$ cat config.mk
export PLATFORM = sky130hd
export DESIGN_NAME = alu_mul_sequencer
export DESIGN_NICKNAME = d
export VERILOG_FILES = /design/src/rtl/alu_mul_sequencer.sv
export SDC_FILE = /design/constraint.sdc
export NUM_CORES = 1
export LEC_CHECK = 0
export CAP_MARGIN = 20
export CORE_MARGIN = 5
export CORE_UTILIZATION = 30
export CTS_CLUSTER_SIZE = 8
export DETAILED_ROUTE_END_ITERATION = 7
export DONT_BUFFER_PORTS = 1
export SETUP_SLACK_MARGIN = 0.1
export SYNTH_ARGS = -nofsm -noshare
export SYNTH_HDL_FRONTEND = slang
export SYNTH_SLANG_ARGS = --single-unit
$ cat constraint.sdc
create_clock -name clk -period 1.7 [get_ports clk]
set_clock_uncertainty 0.05 [all_clocks]
set_input_delay 0.255 -clock clk [delete_from_list [all_inputs] [get_ports clk]]
set_output_delay 0.255 -clock clk [all_outputs]
set_load 0.01 [all_outputs]
$ cat src/rtl/alu_mul_sequencer.sv
// Multi-cycle unsigned shift-add multiply controller that borrows the shared
// ripple-carry ALU, one partial product per cycle, result left in hi/lo.
module alu_mul_sequencer #(
    parameter int         WIDTH   = 32,
    parameter logic [2:0] SIG_ADD = 3'b010
) (
    input  logic             clk,
    input  logic             rst_n,
    input  logic             start,
    input  logic [WIDTH-1:0] op_a,
    input  logic [WIDTH-1:0] op_b,
    output logic             alu_own,
    output logic [WIDTH-1:0] alu_a,
    output logic [WIDTH-1:0] alu_b,
    output logic [2:0]       alu_signal,
    output logic             alu_invert,
    output logic             alu_cin,
    input  logic [WIDTH-1:0] alu_sum,
    input  logic             alu_cout,
    output logic             busy,
    output logic             done,
    output logic [WIDTH-1:0] hi,
    output logic [WIDTH-1:0] lo
);

    localparam int CNT_W = (WIDTH > 1) ? $clog2(WIDTH) : 1;
    localparam logic [CNT_W-1:0] CNT_LAST = CNT_W'(WIDTH - 1);

    typedef enum logic [1:0] {
        IDLE = 2'd0,
        ITER = 2'd1,
        DONE = 2'd2
    } state_t;

    state_t           state_q, state_d;
    logic [CNT_W-1:0] cnt_q, cnt_d;
    logic [WIDTH-1:0] acc_q, acc_d;
    logic [WIDTH-1:0] mplr_q, mplr_d;
    logic [WIDTH-1:0] mcand_q, mcand_d;
    logic             busy_q, busy_d;
    logic             done_q, done_d;
    logic             own_q, own_d;

    always_comb begin
        state_d = state_q;
        cnt_d   = cnt_q;
        acc_d   = acc_q;
        mplr_d  = mplr_q;
        mcand_d = mcand_q;
        busy_d  = 1'b0;
        done_d  = 1'b0;
        own_d   = 1'b0;
        case (state_q)
            IDLE, DONE: begin
                // DONE accepts start too, so back-to-back multiplies lose no cycle.
                if (start) begin
                    mcand_d = op_a;
                    acc_d   = '0;
                    mplr_d  = op_b;
                    cnt_d   = '0;
                    state_d = ITER;
                    busy_d  = 1'b1;
                    own_d   = 1'b1;
                end else begin
                    state_d = IDLE;
                end
            end
            ITER: begin
                // The carry becomes the new MSB so the (WIDTH+1)-bit partial sum is never truncated.
                {acc_d, mplr_d} = {alu_cout, alu_sum, mplr_q[WIDTH-1:1]};
                cnt_d           = cnt_q + 1'b1;
                if (cnt_q == CNT_LAST) begin
                    state_d = DONE;
                    done_d  = 1'b1;
                end else begin
                    busy_d = 1'b1;
                    own_d  = 1'b1;
                end
            end
            default: begin
                state_d = IDLE;
            end
        endcase
    end

    always_ff @(posedge clk or negedge rst_n) begin
        if (!rst_n) begin
            state_q <= IDLE;
            cnt_q   <= '0;
            acc_q   <= '0;
            mplr_q  <= '0;
            mcand_q <= '0;
            busy_q  <= 1'b0;
            done_q  <= 1'b0;
            own_q   <= 1'b0;
        end else begin
            state_q <= state_d;
            cnt_q   <= cnt_d;
            acc_q   <= acc_d;
            mplr_q  <= mplr_d;
            mcand_q <= mcand_d;
            busy_q  <= busy_d;
            done_q  <= done_d;
            own_q   <= own_d;
        end
    end

    // ALU drive comes only from registers; the bus is parked at zero when not owned.
    assign alu_own    = own_q;
    assign alu_a      = own_q ? acc_q : '0;
    assign alu_b      = (own_q && mplr_q[0]) ? mcand_q : '0;
    assign alu_signal = own_q ? SIG_ADD : 3'b000;
    assign alu_invert = 1'b0;
    assign alu_cin    = 1'b0;

    assign busy = busy_q;
    assign done = done_q;
    assign hi   = acc_q;
    assign lo   = mplr_q;

endmodule

==> run_results.csv <==
group,metric,value,unit
flow_run,cap_violations,0,
setup_path,r2r-start,"cnt_q[0]$_DFFE_PN0P_",
timing,clock.fmax,607.2,MHz
placed_design,pre_cts_ws,0.2317,ns
cts,ctsHoldBuffers,88,
floorplan,ioPinCount,236,
floorplan,rows,45,
global_routing,grt.total_usage,0.1442,
timing,fin_ws,0.05319,ns
floorplan,initial_core_util,0.3039,
floorplan,fp.dieH,133.9,um
setup_path,r2r_cells,4,
synthesis,synthesis.area,0.004603,mm2
setup_path,r2r_end,"cnt_q[4]$_DFFE_PN0P_",
setup_path,rrSetupSlack,0.22,ns
global_routing,grt_antenna_before_repair,0,
timing,hold_viol_final,105,
synthesis,synth.distinct_cells,22,
pwr,powerDensity,1730,mW/mm2
cts,clk_pin_slew_worst_paths,0.07,ns
global_routing,overflow,0,
cells_and_area,area_delta_synth_final,31.45,%
placed_design,dp_hpwl,8228,um
timing,setup_violations,0,
route,ant_nets,0,
global_routing,grt_start_max_net_pins,106,
synthesis,synth-seq-area-share,0.5708,
synthesis,yosysWarnings,0,
timing,min_period_over_period,0.9687,
cts,cts.sinks,105,
setup_path,startpoint,"alu_own$_DFF_PN0_",
placed_design,postPlaceCellArea,0.004755,mm2
route,viasPerCell,5.092,
floorplan,core,0.01515,mm2
cells_and_area,fin_area,0.006051,mm2
pwr,p_leak,2.867,nW
setup_path,endpoint_kind,"primary output",
pwr,vdd_ir_drop_max,0.8740,mV
setup_path,critPathRequiredTime,1.39,ns
floorplan,fp.dieW,133.9,um
cts,cts_tree,"built",
cts,cts.htree.levels,3,
cells_and_area,nets,636,
timing,final.setup.tns,0,ns
setup_path,crit_chain,"buf_4 > and3_1",
outcome,outcome,"finished with violations",
hold_path,hold_path_class,"in2async",
floorplan,die_area,0.01792,mm2
route,dr.pass1.iters,7,
synthesis,synth_cells,463,
route,drc,0,
route,wl_per_cell,18.49,um
timing,drv_slew,0,
global_routing,grt_pass1_vias,3838,
setup_path,cpMaxStageDelayCell,"dfrtp_4",
pwr,power,10.47,mW
cts,clockBufferDepth,2,
cts,cts_buffers,9,
setup_path,path_max_fanout,7,
cts,clockRootBuffer,"clkbuf_16",
route,vias,3692,
cells_and_area,diodes,0,
placed_design,gp_congestion,0.6932,
placed_design,port_buffers,0,
timing,grt_setup_unrepaired,"true",
route,drt_wl_total,13400,um
setup_path,startpoint_type,"flop",
cts,clk_latency,0.34,ns
cells_and_area,drive_above_1_share,0.09125,
setup_path,endpoint,"alu_b[18]",
setup_path,cpPeakStageDelay,0.59,ns
setup_path,criticalPathCategory,"reg2out",
timing,timing.hold.ws,-0.4480,ns
outcome,violations,"hold timing",
synthesis,synth.ff_latch_count,105,
synthesis,syn_avg_cell_area,9.942,um2
global_routing,grt_pass1_wl,20800,um
setup_path,worstPathArrival,1.34,ns
timing,finalCriticalPeriod,1.647,ns
route,drt_iter0_drc,123,
[routing by layer]
layer	global-route usage	wire length, um	up-vias
li1	-	-	1701
met3	0.04276	992	23
met4	0.06171	334	0
met1	0.1655	5345	1798
met5	0	0	-
met2	0.2501	6732	170
[worst min path at each step]
| stage | startpoint | end | slack (ns) | depth (start not counted) |
|---|---|---|---|---|
| floorplan | rst_n | alu_own$_DFF_PN0_ | -0.09 | 0 |
| global placement | rst_n | hi[4]$_DFFE_PN0P_ | -0.09 | 0 |
| detailed placement | rst_n | hi[2]$_DFFE_PN0P_ | -0.09 | 0 |
| CTS | rst_n | hi[2]$_DFFE_PN0P_ | -0.47 | 0 |
| global route | rst_n | hi[2]$_DFFE_PN0P_ | -0.48 | 0 |
| finish | rst_n | hi[2]$_DFFE_PN0P_ | -0.45 | 0 |
[final cells by class]
| class | instances | area (um2) |
|---|---|---|
| multi-input combinational | 315 | 1826 |
| clock inverter | 4 | 22.52 |
| fill | 1414 | 9095 |
| clock buffer | 10 | 229.0 |
| tap | 188 | 235.2 |
| timing repair buffer | 103 | 1107 |
| sequential | 105 | 2631 |
[cells in the final DEF (no fill, tap or decap)]
cell           instances
o21ai_0                3
a22o_1                34
buf_4                  5
and3_4                14
a22oi_1               31
clkinvlp_4             1
clkbuf_16              9
and2b_2                1
dfrtp_1              104
dfrtp_4                1
and3_1                19
buf_12                 5
and2_4                 1
nand4_1                1
a31oi_1                1
nor2b_4                1
mux2_2                 1
buf_6                  3
nor2_1                 1
and2_1                33
buf_16                 2
conb_1                 4
nand2_1              131
nand2b_1               1
nor2_4                 1
mux2i_1                2
nand3_1               32
nand2b_2               1
clkinv_2               3
dlygate4sd3_1         88
clkbuf_1               1
ha_1                   2
[sequential cells by signal, indices dropped and copies added (netlist names)]
signal   flops
mcand_q     32
hi          32
cnt_q        5
alu_own      1
done         1
state_q      2
lo          32
[synth_stat cells]
cell | n | share of area
nand2b_1 | 2 | 0.0027
ha_1 | 2 | 0.0054
nand2_1 | 131 | 0.11
a22oi_1 | 31 | 0.051
and2b_1 | 1 | 0.0016
mux2i_1 | 2 | 0.0043
a22o_1 | 34 | 0.065
nor2_4 | 1 | 0.0024
nor2_1 | 1 | 0.00081
nand4_1 | 1 | 0.0014
clkbuf_1 | 20 | 0.016
conb_1 | 1 | 0.00081
buf_4 | 16 | 0.026
o21ai_0 | 3 | 0.0033
dfrtp_1 | 105 | 0.57
buf_2 | 10 | 0.011
mux2_2 | 1 | 0.0024
and3_1 | 33 | 0.045
nand3_1 | 32 | 0.035
and2_1 | 34 | 0.046
a31oi_1 | 1 | 0.0014
nor2b_1 | 1 | 0.0014
[worst max-delay path: cells and delay by family (launching register included)]
kind	cells	cell delay, ns
simple gates	1	0.21
flops	1	0.59
buf+inv	1	0.20
[power by group]
part / switching [mW] / total (mW) / internal, mW
Combinational: 2.00 / 3.60 / 1.59
Clock: 0.865 / 1.83 / 0.969
Sequential: 1.38 / 5.03 / 3.65
[what timing repair did]
| item | 4_1_cts | 5_1_grt |
|---|---|---|
| setup buffers | 3 | 0 |
| setup endpoints to repair | 64 | 64 |
| endpoints found under the hold margin | 193 | 105 |
| resized for setup | 21 | 5 |
| cloned | 2 | 0 |
| pin swaps | 0 | 0 |
[cell families after synthesis]
family,synth area share
other,0.0008147
adders and majority gates,0.005435
muxes,0.006795
AOI/OAI and AO/OA,0.1199
buffers and inverters,0.05328
DFF,0.5708
and+or+nand+nor,0.2430
[stage by stage]
stage,util,hold WS (ns),instances
floorplan,-,-0.09059,466
global placement,0.3139,-0.08783,618
detailed placement,0.3139,-0.08789,618
CTS,0.3980,-0.4745,725
global route,0.3995,-0.4762,725
finish,0.3995,-0.4480,725
(Power assumes the default switching activity.)
